$ cat src/rtl/mpu_sensor_poller.sv
`default_nettype none
// ============================================================================
// Module   : mpu_sensor_poller
// Brief    : Initialises an MPU-class sensor over an SPI byte engine, checks
//            WHO_AM_I, then periodically reads NUM_CH big-endian 16-bit
//            channels and publishes them atomically with a valid strobe.
// Revision : 1.0 - initial release
// ============================================================================
module mpu_sensor_poller #(
    parameter int         NUM_CH       = 7,
    parameter logic [6:0] BASE_ADDR    = 7'h3B,
    parameter int         PERIOD       = 1000000,
    parameter logic [6:0] WHOAMI_ADDR  = 7'h75,
    parameter logic [7:0] WHOAMI_EXP   = 8'h71,
    parameter logic [6:0] INIT0_ADDR   = 7'h6B,
    parameter logic [7:0] INIT0_DATA   = 8'h00,
    parameter logic [6:0] INIT1_ADDR   = 7'h37,
    parameter logic [7:0] INIT1_DATA   = 8'h02,
    parameter int         BUSY_TIMEOUT = 4096,
    parameter bit         SWAP_BYTES   = 1'b0
) (
    input  logic                  clk,
    input  logic                  reset_n,
    input  logic                  enable,
    output logic                  spi_start,
    output logic                  spi_rd_wr_sel,
    output logic [6:0]            spi_addr,
    output logic [7:0]            spi_wr_data,
    input  logic                  spi_busy,
    input  logic [7:0]            spi_rd_data,
    output logic [16*NUM_CH-1:0]  samples,
    output logic                  sample_valid,
    output logic [15:0]           frame_count,
    output logic [7:0]            whoami,
    output logic                  id_error,
    output logic                  timeout_error,
    output logic                  overrun
);

    localparam int c_NBYTES = 2 * NUM_CH;
    localparam int c_IDX_W  = $clog2(c_NBYTES + 1);
    localparam int c_TMR_W  = (PERIOD > 1) ? $clog2(PERIOD) : 1;
    localparam int c_TO_W   = $clog2(BUSY_TIMEOUT + 1);
    localparam logic [c_IDX_W-1:0] c_LAST_IDX = c_IDX_W'(c_NBYTES - 1);
    localparam logic [c_TMR_W-1:0] c_TMR_LAST = c_TMR_W'(PERIOD - 1);
    localparam logic [c_TO_W-1:0]  c_TO_LAST  = c_TO_W'(BUSY_TIMEOUT - 1);

    typedef enum logic [2:0] {
        S_BOOT    = 3'd0,
        S_INIT0   = 3'd1,
        S_INIT1   = 3'd2,
        S_WHO     = 3'd3,
        S_IDLE    = 3'd4,
        S_READ    = 3'd5,
        S_PUBLISH = 3'd6
    } state_t;

    typedef enum logic [1:0] {
        PH_WAIT  = 2'd0,
        PH_START = 2'd1,
        PH_BUSY  = 2'd2
    } phase_t;

    state_t                 r_state, w_state_nxt;
    phase_t                 r_phase, w_phase_nxt;
    logic [1:0]             r_rst_sync;
    logic [c_IDX_W-1:0]     r_byte_idx;
    logic [c_TO_W-1:0]      r_xfer_cnt;
    logic [c_TMR_W-1:0]     r_timer;
    logic                   r_timer_run;
    logic [16*NUM_CH-1:0]   r_shadow;
    logic [16*NUM_CH-1:0]   r_samples;
    logic                   r_sample_valid;
    logic [15:0]            r_frame_count;
    logic [7:0]             r_whoami;
    logic                   r_id_error;
    logic                   r_timeout_error;
    logic                   r_overrun;

    logic                   w_rst_n;
    logic                   w_in_xfer;
    logic                   w_xfer_done;
    logic                   w_xfer_to;
    logic                   w_tick;
    logic [c_IDX_W-1:0]     w_slot;
    logic [c_IDX_W+2:0]     w_bit_off;

    // Reset asserts asynchronously but releases on a clock edge.
    always_ff @(posedge clk or negedge reset_n) begin
        if (!reset_n) r_rst_sync <= 2'b00;
        else          r_rst_sync <= {r_rst_sync[0], 1'b1};
    end
    assign w_rst_n = r_rst_sync[1];

    assign w_in_xfer   = r_state inside {S_INIT0, S_INIT1, S_WHO, S_READ};
    assign w_xfer_done = w_in_xfer && (r_phase == PH_BUSY) && !spi_busy;
    assign w_xfer_to   = w_in_xfer && (r_phase != PH_WAIT) && !w_xfer_done &&
                         (r_xfer_cnt == c_TO_LAST);
    assign w_tick      = r_timer_run && (r_timer == c_TMR_LAST);

    // Even byte index is the high byte; SWAP_BYTES flips which half it lands in.
    assign w_slot    = {r_byte_idx[c_IDX_W-1:1], ~r_byte_idx[0] ^ SWAP_BYTES};
    assign w_bit_off = {w_slot, 3'b000};

    always_ff @(posedge clk or negedge w_rst_n) begin
        if (!w_rst_n) begin
            r_state <= S_BOOT;
            r_phase <= PH_WAIT;
        end else begin
            r_state <= w_state_nxt;
            r_phase <= w_phase_nxt;
        end
    end

    always_comb begin
        w_state_nxt   = r_state;
        w_phase_nxt   = r_phase;
        spi_start     = w_in_xfer && (r_phase == PH_START);
        spi_rd_wr_sel = 1'b0;
        spi_addr      = 7'h00;
        spi_wr_data   = 8'h00;

        case (r_state)
            S_INIT0: begin spi_addr = INIT0_ADDR; spi_wr_data = INIT0_DATA; end
            S_INIT1: begin spi_addr = INIT1_ADDR; spi_wr_data = INIT1_DATA; end
            S_WHO:   begin spi_addr = WHOAMI_ADDR; spi_rd_wr_sel = 1'b1; end
            S_READ:  begin spi_addr = BASE_ADDR + 7'(r_byte_idx); spi_rd_wr_sel = 1'b1; end
            default: ;
        endcase

        if (w_xfer_to) begin
            w_state_nxt = S_BOOT;
            w_phase_nxt = PH_WAIT;
        end else begin
            case (r_state)
                S_BOOT:    if (!spi_busy) w_state_nxt = S_INIT0;
                S_IDLE:    if (w_tick && enable) w_state_nxt = S_READ;
                S_PUBLISH: w_state_nxt = S_IDLE;
                S_INIT0, S_INIT1, S_WHO, S_READ: begin
                    case (r_phase)
                        PH_WAIT:  if (!spi_busy) w_phase_nxt = PH_START;
                        PH_START: if (spi_busy)  w_phase_nxt = PH_BUSY;
                        PH_BUSY: begin
                            if (!spi_busy) begin
                                w_phase_nxt = PH_WAIT;
                                case (r_state)
                                    S_INIT0: w_state_nxt = S_INIT1;
                                    S_INIT1: w_state_nxt = S_WHO;
                                    S_WHO:   w_state_nxt = S_IDLE;
                                    default: if (r_byte_idx == c_LAST_IDX) w_state_nxt = S_PUBLISH;
                                endcase
                            end
                        end
                        default: w_phase_nxt = PH_WAIT;
                    endcase
                end
                default: w_state_nxt = S_BOOT;
            endcase
        end
    end

    always_ff @(posedge clk or negedge w_rst_n) begin
        if (!w_rst_n) begin
            r_byte_idx      <= '0;
            r_xfer_cnt      <= '0;
            r_timer         <= '0;
            r_timer_run     <= 1'b0;
            r_shadow        <= '0;
            r_samples       <= '0;
            r_sample_valid  <= 1'b0;
            r_frame_count   <= 16'h0000;
            r_whoami        <= 8'h00;
            r_id_error      <= 1'b0;
            r_timeout_error <= 1'b0;
            r_overrun       <= 1'b0;
        end else begin
            r_sample_valid <= 1'b0;

            if (w_in_xfer && (r_phase != PH_WAIT)) r_xfer_cnt <= r_xfer_cnt + c_TO_W'(1);
            else                                   r_xfer_cnt <= '0;

            // Timeout forces a full re-init, so the period timer restarts after WHO.
            if (w_xfer_to) begin
                r_timer_run     <= 1'b0;
                r_timer         <= '0;
                r_byte_idx      <= '0;
                r_timeout_error <= 1'b1;
            end else if ((r_state == S_WHO) && w_xfer_done) begin
                r_timer_run <= 1'b1;
                r_timer     <= '0;
            end else if (r_timer_run) begin
                r_timer <= w_tick ? '0 : r_timer + c_TMR_W'(1);
            end

            if (w_tick && ((r_state == S_READ) || (r_state == S_PUBLISH)))
                r_overrun <= 1'b1;

            if (w_xfer_done && (r_state == S_WHO)) begin
                r_whoami <= spi_rd_data;
                if (spi_rd_data != WHOAMI_EXP) r_id_error <= 1'b1;
            end

            if (w_xfer_done && (r_state == S_READ)) begin
                r_shadow[w_bit_off +: 8] <= spi_rd_data;
                r_byte_idx <= (r_byte_idx == c_LAST_IDX) ? '0 : r_byte_idx + c_IDX_W'(1);
            end

            if (r_state == S_PUBLISH) begin
                r_samples      <= r_shadow;
                r_sample_valid <= 1'b1;
                r_frame_count  <= r_frame_count + 16'd1;
            end
        end
    end

    assign samples       = r_samples;
    assign sample_valid  = r_sample_valid;
    assign frame_count   = r_frame_count;
    assign whoami        = r_whoami;
    assign id_error      = r_id_error;
    assign timeout_error = r_timeout_error;
    assign overrun       = r_overrun;

endmodule
`default_nettype wire

$ cat config.mk
export PLATFORM = sky130hd
export DESIGN_NAME = mpu_sensor_poller
export DESIGN_NICKNAME = d
export VERILOG_FILES = /design/src/rtl/mpu_sensor_poller.sv
export SDC_FILE = /design/constraint.sdc
export NUM_CORES = 1
export LEC_CHECK = 0
export CORE_MARGIN = 2
export CORE_UTILIZATION = 50
export DETAILED_ROUTE_END_ITERATION = 8
export MAX_ROUTING_LAYER = met4
export PLACE_DENSITY = 0.74
export SYNTH_ARGS = -nofsm -noshare
export SYNTH_HDL_FRONTEND = slang
export SYNTH_SLANG_ARGS = --single-unit
export TNS_END_PERCENT = 20
$ cat constraint.sdc
create_clock -name clk -period 11 [get_ports clk]
set_input_delay 3.3 -clock clk [delete_from_list [all_inputs] [get_ports clk]]
set_output_delay 3.3 -clock clk [all_outputs]
set_load 0.05 [all_outputs]
==> flow_summary.yaml <==
outcome:
  status: "finished, final reports clean"
worst_setup_path:
  worstPathCellList: "inv_1, ha_1, nor2b_1, o21bai_1, a21oi_1, clkdlybuf4s50_1"
  crit_required_ns: 7.70
  arrival_ns: 3.02
  cp_max_fo: 12
  critPathLaunchType: "flip-flop"
  critPathCaptureType: "primary output"
  cpPeakStageDelay_ns: 0.83
  slowest_stage: "clkdlybuf4s50_1"
  crit_type: "flip-flop to primary output"
sta:
  clock.fmax_ghz: 0.1582
  fin_skew_ns: 0.01377
  rsz0062_at_grt: "no"
  finalMaxSlewViolations: 0
  finalHoldViolCount: 0
  fin_crit_ns: 6.321
  setup_viol: 0
  setup_ws_ns: 4.679
  setup_tns_ns: 0
  worst_pin_slew_ns: 1.031
  period_share: 0.5746
  max_slew_margin: 0.3130
global_route:
  met3_usage: 0.02712
  grt_first_pass_wirelength_um: 44170
  grtUsageMet1: 0.3129
  grt_max_degree: 180
  grt_pass1_vias: 8367
  busiest_layer: "met2"
  antenna_found_initial: 2
  overflow: 0
  grt_use_met2: 0.3419
  gr-usage-all-layers: 0.2191
clock_tree:
  post_cts_buffers: 0
  cts_tree: "built"
  hold_buffers: 0
  cts_root_buf: "clkbuf_16"
  clock_path_buffers: 3
  clkSlewWorstSetupHoldPaths_ns: 0.06
  cts.sinks: 297
  numCtsBuffers: 30
  post_cts_resize_count: 0
  clock_latency_ns: 0.55
  htree_levels: 1
floorplan:
  ioPinCount: 169
  num_rows: 57
  dieArea_mm2: 0.02580
  core-area_mm2: 0.02418
  fp.dieW_um: 160.6
  die_y_um: 160.6
  start_util: 0.5074
finish:
  fillers: 1916
  seq_area_mm2: 0.007436
  num_antenna_cells: 0
  fin_area_mm2: 0.01514
  multi_input_comb_area_mm2: 0.004528
  fin_nets: 1298
  layout-drive-gt1-share: 0.1507
  syn_to_final_growth_pct: 23.41
synth:
  ys_types: 58
  synth.most_common_cell: "nand2_1"
  syn_inst: 1137
  async_reset_ff_frac: 1.000
  synth_edf_count: 0
  syn_area_mm2: 0.01227
  yosysTopAreaCell: "dfrtp_1"
  yosysWarningCount: 0
  syn_avg_cell_area_um2: 10.79
  synth-seq-cells: 297
  synthTopCellsByArea: "dfrtp_1, nand2_1, mux2_2, xnor2_1, clkbuf_1"
  ys_seq_area_frac: 0.6059
  yosysTopAreaCellShare: 0.6059
  synth_common_cells: "nand2_1, dfrtp_1, mux2_2"
  ys.flop_type: "dfrtp_1"
hold_path:
  hold_class: "flip-flop to flip-flop"
routing:
  drc: 0
  first_pass_iters: 4
  drtIter0Drc: 654
  wl_per_cell_um: 16.76
  vias: 8471
  routed_wl_um: 27230
  ant_nets: 0
  vias_per_cell: 5.213
pwr:
  powerDensity_mw_per_mm2: 180.9
  irDropWorstVdd_uv: 270.3
  leakage_nw: 7.525
placement:
  pre_cts_slack_ns: 5.170
  hpwlAfterDp_um: 17560
  portBuffers: 161
  placed_area_mm2: 0.01409
  place_congestion: 0.8551
run:
  maxCapViolations: 0
## flip-flops by register name (all words and copies together), names as in the netlist
| signal | cells |
|---|---|
| r_rst_sync | 2 |
| r_shadow | 112 |
| sample_valid | 1 |
| r_byte_idx | 4 |
| r_state | 3 |
| r_timer | 20 |
| timeout_error | 1 |
| whoami | 8 |
| r_timer_run | 1 |
| id_error | 1 |
| frame_count | 16 |
| r_xfer_cnt | 13 |
| samples | 112 |
| overrun | 1 |
| r_phase | 2 |
## cell families (layout without fill, tap and decap cells)
| logic type | Yosys count | count (layout) | share of synthesized area |
|---|---|---|---|
| AO/OA/AOI/OAI | 50 | 50 | 0.02611 |
| AND/OR/NAND/NOR | 539 | 539 | 0.1914 |
| other | 2 | 8 | 0.0006122 |
| buffers and inverters | 78 | 236 | 0.02683 |
| adder cells (fa/ha/maj) | 8 | 8 | 0.008160 |
| flip-flops | 297 | 297 | 0.6059 |
| multiplexers | 122 | 122 | 0.1118 |
| XOR/XNOR | 41 | 41 | 0.02927 |
## power breakdown
part	switching, mW	internal, mW	total (mW)	leakage, nW
logic	0.269	0.163	0.432	2.96
clock network	0.421	0.632	1.05	0.530
registers	0.0766	1.18	1.25	4.03
## stage by stage
step / total power [mW] / hold slack [ns] / util / instances
after floorplan: 1.570 / 0.3312 / - / 1143
after global placement: 1.690 / 0.3372 / 0.5828 / 1570
after detailed placement: 1.700 / 0.3428 / 0.5828 / 1570
after CTS: 2.758 / 0.3544 / 0.6261 / 1625
after global routing: 2.847 / 0.3550 / 0.6261 / 1625
final: 2.738 / 0.3516 / 0.6261 / 1625
## placed cells by master, fill, tap and decap left out, drive strengths merged, types with 2 or more instances in the layout
cell           synthesis  layout
nand4                 15      15
a21oi                 17      17
o21a                   2       2
inv                   15      16
mux2                 120     120
nand2                376     376
a21boi                 2       2
o31ai                  2       2
o22ai                  3       3
a31oi                  3       3
dfrtp                297     297
mux2i                  2       2
a41oi                  2       2
and2                  18      18
clkbuf                44      43
xnor2                 28      28
ha                     8       8
buf                   19       5
nand3b                 3       3
or3                    4       4
conb                   2       8
clkdlybuf4s50          0     161
nor4                   5       5
o21ai                  8       8
bufinv                 0       2
xor2                  13      13
a31o                   2       2
and4                   2       2
and3                   9       9
nand2b                 9       9
nand3                 25      25
nor2b                  5       5
nor2                  52      52
clkinv                 0       9
nor3                   8       8
## final timing paths
path,end,cells past startpoint,startpoint,slack [ns]
min reg2reg,r_rst_sync[1],0,r_rst_sync[0],0.35
max,spi_addr[6],6,r_byte_idx[0],4.68
min,r_rst_sync[1],0,r_rst_sync[0],0.35
max reg2reg,r_timer[3],5,r_state[2],8.15
min in group asynchronous,r_xfer_cnt[5],0,r_rst_sync[1],0.36
max in group asynchronous,r_rst_sync[1],1,reset_n,7.96
## worst max-delay path: cells and delay by family (launching register included)
family | cells | cell delay [ns]
buffers and inverters | 2 | 1.04
DFF | 1 | 0.66
adders and majority gates | 1 | 0.28
AOI/OAI and AO/OA | 2 | 0.28
and+or+nand+nor | 1 | 0.21
## layer usage
metal	routed length, um	share of wire
met1	12630	0.46
met2	12830	0.47
met3	1360	0.050
met4	414	0.015
met5	0	0
## area by class of cell
class | instances | area share
clock buffer | 43 | 0.06149
clock inverter | 12 | 0.007769
timing repair buffer | 166 | 0.1098
inverter | 15 | 0.003885
tap | 324 | 0.02678
sequential | 297 | 0.4912
multi-input combinational | 768 | 0.2991
(Power assumes the default switching activity.)
